File: config.mk
export PLATFORM = sky130hd
export DESIGN_NAME = muldiv_sequencer
export DESIGN_NICKNAME = d
export VERILOG_FILES = /design/src/rtl/muldiv_pkg.sv /design/src/rtl/muldiv_step.sv /design/src/rtl/muldiv_sequencer.sv
export SDC_FILE = /design/constraint.sdc
export NUM_CORES = 1
export LEC_CHECK = 0
export ABC_AREA = 1
export CAP_MARGIN = 20
export CORE_UTILIZATION = 40
export CTS_CLUSTER_DIAMETER = 80
export DETAILED_ROUTE_END_ITERATION = 8
export HOLD_SLACK_MARGIN = 0.15
export PLACE_DENSITY = 0.66
export SKIP_LAST_GASP = 1
export SYNTH_ARGS = -nofsm -noshare
export SYNTH_HDL_FRONTEND = slang
export SYNTH_HIERARCHICAL = 1
export SYNTH_SLANG_ARGS = --single-unit
File: constraint.sdc
create_clock -name clk -period 3.05 [get_ports clk]
set_clock_uncertainty 0.2 [all_clocks]
set_input_delay 0.61 -clock clk [delete_from_list [all_inputs] [get_ports clk]]
set_output_delay 0.61 -clock clk [all_outputs]
set_load 0.005 [all_outputs]
File: src/rtl/muldiv_pkg.sv
// muldiv_pkg: shared types and constants for the RV32M multiply/divide sequencer.
// Holds the FSM state encoding, the funct3 op codes and the default operand width.
package muldiv_pkg;

    localparam int XLEN_DEF = 32;

    typedef enum logic [1:0] {
        ST_IDLE = 2'd0,
        ST_BUSY = 2'd1,
        ST_FIX  = 2'd2,
        ST_DONE = 2'd3
    } state_t;

    localparam logic [2:0] F3_MUL    = 3'b000;
    localparam logic [2:0] F3_MULH   = 3'b001;
    localparam logic [2:0] F3_MULHSU = 3'b010;
    localparam logic [2:0] F3_MULHU  = 3'b011;
    localparam logic [2:0] F3_DIV    = 3'b100;
    localparam logic [2:0] F3_DIVU   = 3'b101;
    localparam logic [2:0] F3_REM    = 3'b110;
    localparam logic [2:0] F3_REMU   = 3'b111;

endpackage

File: src/rtl/muldiv_step.sv
// muldiv_step: one combinational radix-2 iteration on operand magnitudes.
// Multiply: shift-add, {acc, lo} holds the growing product, lo[0] is the next
// multiplier bit. Divide (only when MULDIV_DIV_EN is defined): restoring
// shift-subtract, acc holds the partial remainder and lo the dividend/quotient.
module muldiv_step
    import muldiv_pkg::*;
#(
    parameter int XLEN = XLEN_DEF
)
(
`ifdef MULDIV_DIV_EN
    input  logic            i_is_div,
`endif
    input  logic [XLEN:0]   i_acc,
    input  logic [XLEN-1:0] i_lo,
    input  logic [XLEN-1:0] i_opb,
    output logic [XLEN:0]   o_acc,
    output logic [XLEN-1:0] o_lo
);

    logic [XLEN:0]   w_sum;
    logic [XLEN:0]   w_mul_acc;
    logic [XLEN-1:0] w_mul_lo;
`ifdef MULDIV_DIV_EN
    logic [XLEN:0]   w_shift;
    logic [XLEN:0]   w_trial;
`endif

    // Shift-add step: conditionally add the multiplicand, then shift {acc, lo} right.
    always_comb begin
        if (i_lo[0]) begin
            w_sum = i_acc + {1'b0, i_opb};
        end else begin
            w_sum = i_acc;
        end
        w_mul_acc = {1'b0, w_sum[XLEN:1]};
        w_mul_lo  = {w_sum[0], i_lo[XLEN-1:1]};
    end

`ifdef MULDIV_DIV_EN
    // Restoring divide step: shift in the next dividend bit, keep the trial
    // difference only when it did not borrow (bit XLEN clear).
    always_comb begin
        w_shift = {i_acc[XLEN-1:0], i_lo[XLEN-1]};
        w_trial = w_shift - {1'b0, i_opb};
        if (!i_is_div) begin
            o_acc = w_mul_acc;
            o_lo  = w_mul_lo;
        end else if (w_trial[XLEN]) begin
            o_acc = w_shift;
            o_lo  = {i_lo[XLEN-2:0], 1'b0};
        end else begin
            o_acc = w_trial;
            o_lo  = {i_lo[XLEN-2:0], 1'b1};
        end
    end
`else
    // Multiply-only build: the step is always shift-add.
    always_comb begin
        o_acc = w_mul_acc;
        o_lo  = w_mul_lo;
    end
`endif

endmodule

File: src/rtl/muldiv_sequencer.sv
// muldiv_sequencer: iterative RV32M multiply/divide unit for the Execute stage.
// Accepts one M-op, iterates XLEN radix-2 steps in BUSY, applies signs in FIX and
// pulses done_o in DONE while holding the pipeline through stall_o.
// Build option: define MULDIV_DIV_EN to build the divider; without it DIV/REM
// ops complete immediately with result 0 and illegal_o set.
module muldiv_sequencer
    import muldiv_pkg::*;
#(
    parameter int XLEN = XLEN_DEF
)
(
    input  logic            clk,
    input  logic            rst,
    input  logic            valid_i,
    input  logic [2:0]      funct3_i,
    input  logic [XLEN-1:0] rs1_i,
    input  logic [XLEN-1:0] rs2_i,
    input  logic [4:0]      rd_i,
    input  logic            flush_i,
    output logic            ready_o,
    output logic            stall_o,
    output logic            done_o,
    output logic [XLEN-1:0] result_o,
    output logic [4:0]      rd_o,
    output logic            illegal_o
);

    localparam int                CNT_W  = $clog2(XLEN);
    localparam logic [CNT_W-1:0]  CNT_LAST = CNT_W'(XLEN - 1);
    localparam logic [CNT_W-1:0]  CNT_ONE  = {{(CNT_W-1){1'b0}}, 1'b1};
    localparam logic [XLEN-1:0]   ONE_X  = {{(XLEN-1){1'b0}}, 1'b1};
    localparam logic [2*XLEN-1:0] ONE_2X = {{(2*XLEN-1){1'b0}}, 1'b1};

    state_t            r_state;
    state_t            w_state_nxt;
    logic [CNT_W-1:0]  r_cnt;
    logic [2:0]        r_f3;
    logic [4:0]        r_rd;
    logic [XLEN:0]     r_acc;
    logic [XLEN-1:0]   r_lo;
    logic [XLEN-1:0]   r_opb;
    logic              r_neg_res;
`ifdef MULDIV_DIV_EN
    logic              r_neg_rem;
    logic              w_div_zero;
    logic              w_div_ovf;
    logic [XLEN-1:0]   w_special;
`endif

    logic              r_done;
    logic [XLEN-1:0]   r_result;
    logic [4:0]        r_rd_o;
    logic              r_illegal;

    logic              w_accept;
    logic              w_a_signed;
    logic              w_b_signed;
    logic              w_neg_a;
    logic              w_neg_b;
    logic [XLEN-1:0]   w_mag_a;
    logic [XLEN-1:0]   w_mag_b;
    logic [XLEN:0]     w_step_acc;
    logic [XLEN-1:0]   w_step_lo;
    logic [2*XLEN-1:0] w_prod;
    logic [2*XLEN-1:0] w_prod_fix;
    logic [XLEN-1:0]   w_fix_val;
    logic              w_done_nxt;
    logic              w_res_load;
    logic [XLEN-1:0]   w_res_nxt;
    logic [4:0]        w_rd_nxt;
    logic              w_ill_nxt;

    assign w_accept = valid_i && (r_state == ST_IDLE) && !flush_i;
    assign ready_o  = (r_state == ST_IDLE);
    assign stall_o  = ((r_state == ST_IDLE) && valid_i) || (r_state == ST_BUSY) || (r_state == ST_FIX);
    assign done_o    = r_done;
    assign result_o  = r_result;
    assign rd_o      = r_rd_o;
    assign illegal_o = r_illegal;

    // Operand signedness per op; magnitudes feed the unsigned iteration.
    always_comb begin
        w_a_signed = 1'b0;
        w_b_signed = 1'b0;
        case (funct3_i)
            F3_MUL, F3_MULH, F3_DIV, F3_REM: begin
                w_a_signed = 1'b1;
                w_b_signed = 1'b1;
            end
            F3_MULHSU: begin
                w_a_signed = 1'b1;
                w_b_signed = 1'b0;
            end
            default: begin
                w_a_signed = 1'b0;
                w_b_signed = 1'b0;
            end
        endcase
        w_neg_a = w_a_signed & rs1_i[XLEN-1];
        w_neg_b = w_b_signed & rs2_i[XLEN-1];
        if (w_neg_a) begin
            w_mag_a = ~rs1_i + ONE_X;
        end else begin
            w_mag_a = rs1_i;
        end
        if (w_neg_b) begin
            w_mag_b = ~rs2_i + ONE_X;
        end else begin
            w_mag_b = rs2_i;
        end
    end

`ifdef MULDIV_DIV_EN
    // Divide special cases resolved at accept without iterating.
    always_comb begin
        w_div_zero = (rs2_i == {XLEN{1'b0}});
        w_div_ovf  = ((funct3_i == F3_DIV) || (funct3_i == F3_REM)) &&
                     (rs1_i == {1'b1, {(XLEN-1){1'b0}}}) &&
                     (rs2_i == {XLEN{1'b1}});
        if (w_div_zero) begin
            w_special = funct3_i[1] ? rs1_i : {XLEN{1'b1}};
        end else begin
            w_special = funct3_i[1] ? {XLEN{1'b0}} : {1'b1, {(XLEN-1){1'b0}}};
        end
    end
`endif

    muldiv_step #(.XLEN(XLEN)) u_step (
`ifdef MULDIV_DIV_EN
        .i_is_div (r_f3[2]),
`endif
        .i_acc    (r_acc),
        .i_lo     (r_lo),
        .i_opb    (r_opb),
        .o_acc    (w_step_acc),
        .o_lo     (w_step_lo)
    );

    // Sign fix-up and half/quotient/remainder selection applied in FIX.
    always_comb begin
        w_prod = {r_acc[XLEN-1:0], r_lo};
        if (r_neg_res) begin
            w_prod_fix = ~w_prod + ONE_2X;
        end else begin
            w_prod_fix = w_prod;
        end
        if (r_f3 == F3_MUL) begin
            w_fix_val = w_prod_fix[XLEN-1:0];
        end else begin
            w_fix_val = w_prod_fix[2*XLEN-1:XLEN];
        end
`ifdef MULDIV_DIV_EN
        if (!r_f3[2]) begin
            w_fix_val = w_fix_val;
        end else if (r_f3[1]) begin
            w_fix_val = r_neg_rem ? (~r_acc[XLEN-1:0] + ONE_X) : r_acc[XLEN-1:0];
        end else begin
            w_fix_val = r_neg_res ? (~r_lo + ONE_X) : r_lo;
        end
`endif
    end

    // FSM state register.
    always_ff @(posedge clk or negedge rst) begin
        if (!rst) begin
            r_state <= ST_IDLE;
        end else begin
            r_state <= w_state_nxt;
        end
    end

    // FSM next state and the values loaded into the registered outputs.
    always_comb begin
        w_state_nxt = r_state;
        w_done_nxt  = 1'b0;
        w_res_load  = 1'b0;
        w_res_nxt   = r_result;
        w_rd_nxt    = r_rd_o;
        w_ill_nxt   = r_illegal;
        case (r_state)
            ST_IDLE: begin
                if (!w_accept) begin
                    w_state_nxt = ST_IDLE;
                end else if (funct3_i[2]) begin
`ifdef MULDIV_DIV_EN
                    if (w_div_zero || w_div_ovf) begin
                        w_state_nxt = ST_DONE;
                        w_done_nxt  = 1'b1;
                        w_res_load  = 1'b1;
                        w_res_nxt   = w_special;
                        w_rd_nxt    = rd_i;
                        w_ill_nxt   = 1'b0;
                    end else begin
                        w_state_nxt = ST_BUSY;
                    end
`else
                    w_state_nxt = ST_DONE;
                    w_done_nxt  = 1'b1;
                    w_res_load  = 1'b1;
                    w_res_nxt   = {XLEN{1'b0}};
                    w_rd_nxt    = rd_i;
                    w_ill_nxt   = 1'b1;
`endif
                end else begin
                    w_state_nxt = ST_BUSY;
                end
            end
            ST_BUSY: begin
                if (flush_i) begin
                    w_state_nxt = ST_IDLE;
                end else if (r_cnt == CNT_LAST) begin
                    w_state_nxt = ST_FIX;
                end else begin
                    w_state_nxt = ST_BUSY;
                end
            end
            ST_FIX: begin
                if (flush_i) begin
                    w_state_nxt = ST_IDLE;
                end else begin
                    w_state_nxt = ST_DONE;
                    w_done_nxt  = 1'b1;
                    w_res_load  = 1'b1;
                    w_res_nxt   = w_fix_val;
                    w_rd_nxt    = r_rd;
                    w_ill_nxt   = 1'b0;
                end
            end
            ST_DONE: begin
                w_state_nxt = ST_IDLE;
            end
            default: begin
                w_state_nxt = ST_IDLE;
            end
        endcase
    end

    // Registered outputs: result/rd/illegal hold until the next completion.
    always_ff @(posedge clk or negedge rst) begin
        if (!rst) begin
            r_done    <= 1'b0;
            r_result  <= {XLEN{1'b0}};
            r_rd_o    <= 5'd0;
            r_illegal <= 1'b0;
        end else begin
            r_done <= w_done_nxt;
            if (w_res_load) begin
                r_result  <= w_res_nxt;
                r_rd_o    <= w_rd_nxt;
                r_illegal <= w_ill_nxt;
            end else begin
                r_result  <= r_result;
                r_rd_o    <= r_rd_o;
                r_illegal <= r_illegal;
            end
        end
    end

    // Operand capture at accept and one iteration per BUSY cycle.
    always_ff @(posedge clk or negedge rst) begin
        if (!rst) begin
            r_cnt     <= {CNT_W{1'b0}};
            r_f3      <= 3'b000;
            r_rd      <= 5'd0;
            r_acc     <= {(XLEN+1){1'b0}};
            r_lo      <= {XLEN{1'b0}};
            r_opb     <= {XLEN{1'b0}};
            r_neg_res <= 1'b0;
`ifdef MULDIV_DIV_EN
            r_neg_rem <= 1'b0;
`endif
        end else if (w_accept) begin
            r_cnt     <= {CNT_W{1'b0}};
            r_f3      <= funct3_i;
            r_rd      <= rd_i;
            r_acc     <= {(XLEN+1){1'b0}};
            r_lo      <= w_mag_a;
            r_opb     <= w_mag_b;
            r_neg_res <= w_neg_a ^ w_neg_b;
`ifdef MULDIV_DIV_EN
            r_neg_rem <= w_neg_a;
`endif
        end else if ((r_state == ST_BUSY) && !flush_i) begin
            r_cnt <= r_cnt + CNT_ONE;
            r_acc <= w_step_acc;
            r_lo  <= w_step_lo;
        end else begin
            r_cnt <= r_cnt;
            r_acc <= r_acc;
            r_lo  <= r_lo;
        end
    end

endmodule

==> metrics.cfg <==
[pwr]
peakVddDrop_uv=537
p_leak_uw=0.00782
powerDensity_nw_per_um2=952

[placed_design]
gp_congestion=0.966
placed_area_um2=15000
dp_hpwl_um=36800
port_buffers=116
dp_cells=2682

[clock_network]
clk_pin_slew_ns=0.07
cts_tree=done
cts_buffers=17
insertion_delay_ns=0.45
cts-root-buf=clkbuf_16
post_cts_buffers=0
ctsHoldBuffers=1
clock-sinks=152
max-clock-path-buffers=2
htree_levels=4
cts_resized=0

[grt]
grt_pass1_wl_um=73700
grt_max_degree=78
gr-total-overflow=0
grt_usage_pct=27.9
grt_pass1_vias=13400
antenna_found_initial=0

[run_status]
status=completed

[logic_synthesis]
synthCells=2192
netlist.area_leader.share_pct=28.1
yosys-top-cells-count=770 x nand2_1, 251 x inv_1, 199 x nor2_1
yosysWarnings=6
syn_nets=2306
ys.flop_type=dfrtp_1
yosysUniqueCellTypes=56
ys_seq_area_share_pct=28.1
synth.area.top_cells=dfrtp_1 28%, nand2_1 21%, nand3_1 7.3%
synth_edf_count=0
synth_most_common_cell=nand2_1
postSynth.asyncResetShare_pct=100
synth_top_cell_by_area=dfrtp_1
ys_seq_elements=152
syn_area_per_cell_um2=6.17
netlist_area_um2=13500

[sta]
fin_crit_ns=2.66
grt_setup_unrepaired=false
holdWs_ns=0.272
fin_setup_tns_ns=0
drv_slew=0
max_freq_mhz=377
finalCritPeriodShare_pct=87.1
setup_viol=0
timing.slew.headroom_pct=55.9
tightest_slew_ns=0.661
hold_viol_final=0

[floorplan]
core_um2=32900
die-height_um=186
die_w_um=186
dieArea_um2=34500
row_count=66
start_util_pct=41.1
boundaryPins=117

[critical_path]
critPathLaunchType=flop
path_max_fanout=6
path_class=reg -> out
crit_required_ns=2.24
endpoint_kind=primary output
crit_arrival_ns=1.85

[detailed_routing]
postRouteAntennaNets=0
drc=0
avgRoutedWirePerCell_um=17.0
drt-initial-drc-count=1360
routedLengthMet1_um=21900
wl_met3_um=3830
top_layer_used=met4
viasPerCell=5.28
met2_length_um=19400
dr.pass1.iters=5
vias=14300
wirelength_um=46300

[final_layout]
diodes=0
drive_gt1_share_pct=7.48
final_area_um2=15500
final_nets=2374
area_delta_synth_final_pct=14.9
final_cells=2714
utilization_pct=47.3

[flow_run]
max_cap_violations=0

[hold_path]
holdCritPathClass=reg -> reg

worst max-delay path, stage by stage (launching register included):
cell	delay (ns)
dfrtp_1	0.41
nor2_2	0.27
inv_2	0.13
nand3_1	0.09
clkdlybuf4s50_1	0.50
routing by layer:
metal | vias up | global-route usage (%)
met2 | 547 | 41.1
met4 | 0 | 8.52
met1 | 6618 | 40.7
met5 | - | 0
met3 | 64 | 5.20
li1 | 7097 | -
final cells by class:
class / count / area, um2
repair buffers: 145 / 1470
flip-flops and latches: 152 / 3800
well taps: 442 / 553
inverters: 271 / 1020
fillers: 3532 / 17300
clock buffers: 19 / 433
clock inverters: 12 / 120
multi-input cells: 1673 / 8130
where the power goes:
group          internal (uW)  switching, uW
Combinational           3050           5590
Clock                   1130            925
Sequential              2850           1230
Total                   7040           7750
cell usage in the layout (no fill, tap or decap), drive strengths merged, types with 2 or more instances in the layout:
| cell | Yosys | final |
|---|---|---|
| o21ai | 143 | 143 |
| nand2 | 797 | 797 |
| a21oi | 75 | 75 |
| o21bai | 5 | 5 |
| ha | 37 | 37 |
| o221ai | 3 | 3 |
| o22ai | 5 | 5 |
| inv | 271 | 276 |
| nor3 | 26 | 26 |
| a31oi | 9 | 9 |
| or2 | 7 | 7 |
| xor2 | 24 | 24 |
| clkinv | 0 | 2 |
| dfrtp | 152 | 152 |
| buf | 74 | 29 |
| nand4 | 34 | 34 |
| clkbuf | 22 | 19 |
| and2 | 2 | 2 |
| o211ai | 11 | 11 |
| nor2 | 234 | 234 |
| clkdlybuf4s50 | 0 | 115 |
| clkinvlp | 0 | 4 |
| nand3 | 208 | 208 |
| o31ai | 7 | 7 |
| a22o | 3 | 3 |
| xnor2 | 20 | 20 |
| o21a | 5 | 5 |
| nand3b | 8 | 8 |
per-stage QoR:
| step | worst slack (ns) | total power [uW] |
|---|---|---|
| floorplan | 0.847 | 9630 |
| detailed placement | 0.219 | 12500 |
| CTS | 0.385 | 14600 |
| finish | 0.395 | 14800 |
| global placement | 0.194 | 12400 |
| global route | 0.231 | 16000 |
sequential cells by signal (all words and copies together) (netlist names), 3 cells and up:
register / cells
r_acc: 33
r_lo: 32
r_opb: 32
result_o: 32
r_cnt: 5
r_rd: 5
rd_o: 5
r_f3: 3
cells by family after synthesis:
logic type | count (synthesis) | synth area share (%)
simple gates | 1318 | 42.3
buf+inv | 367 | 11.7
xor+xnor | 44 | 2.85
compound gates | 272 | 11.3
other cells | 1 | 0.0277
flops | 152 | 28.1
fa+ha+maj | 38 | 3.57
path summary, 6_finish.rpt:
path,start,to,slack (ns),depth (start not counted)
setup reg to reg,r_acc[0],r_acc[19],0.40,12
min in group asynchronous,rst,result_o[16],0.53,2
setup / recovery,r_state[0],stall_o,0.39,4
hold / removal,r_rd[2],r_rd[2],0.27,2
max in group asynchronous,rst,r_state[1],1.31,3
hold reg to reg,r_rd[2],r_rd[2],0.27,2
No activity file was read; power rests on OpenSTA's default activity.
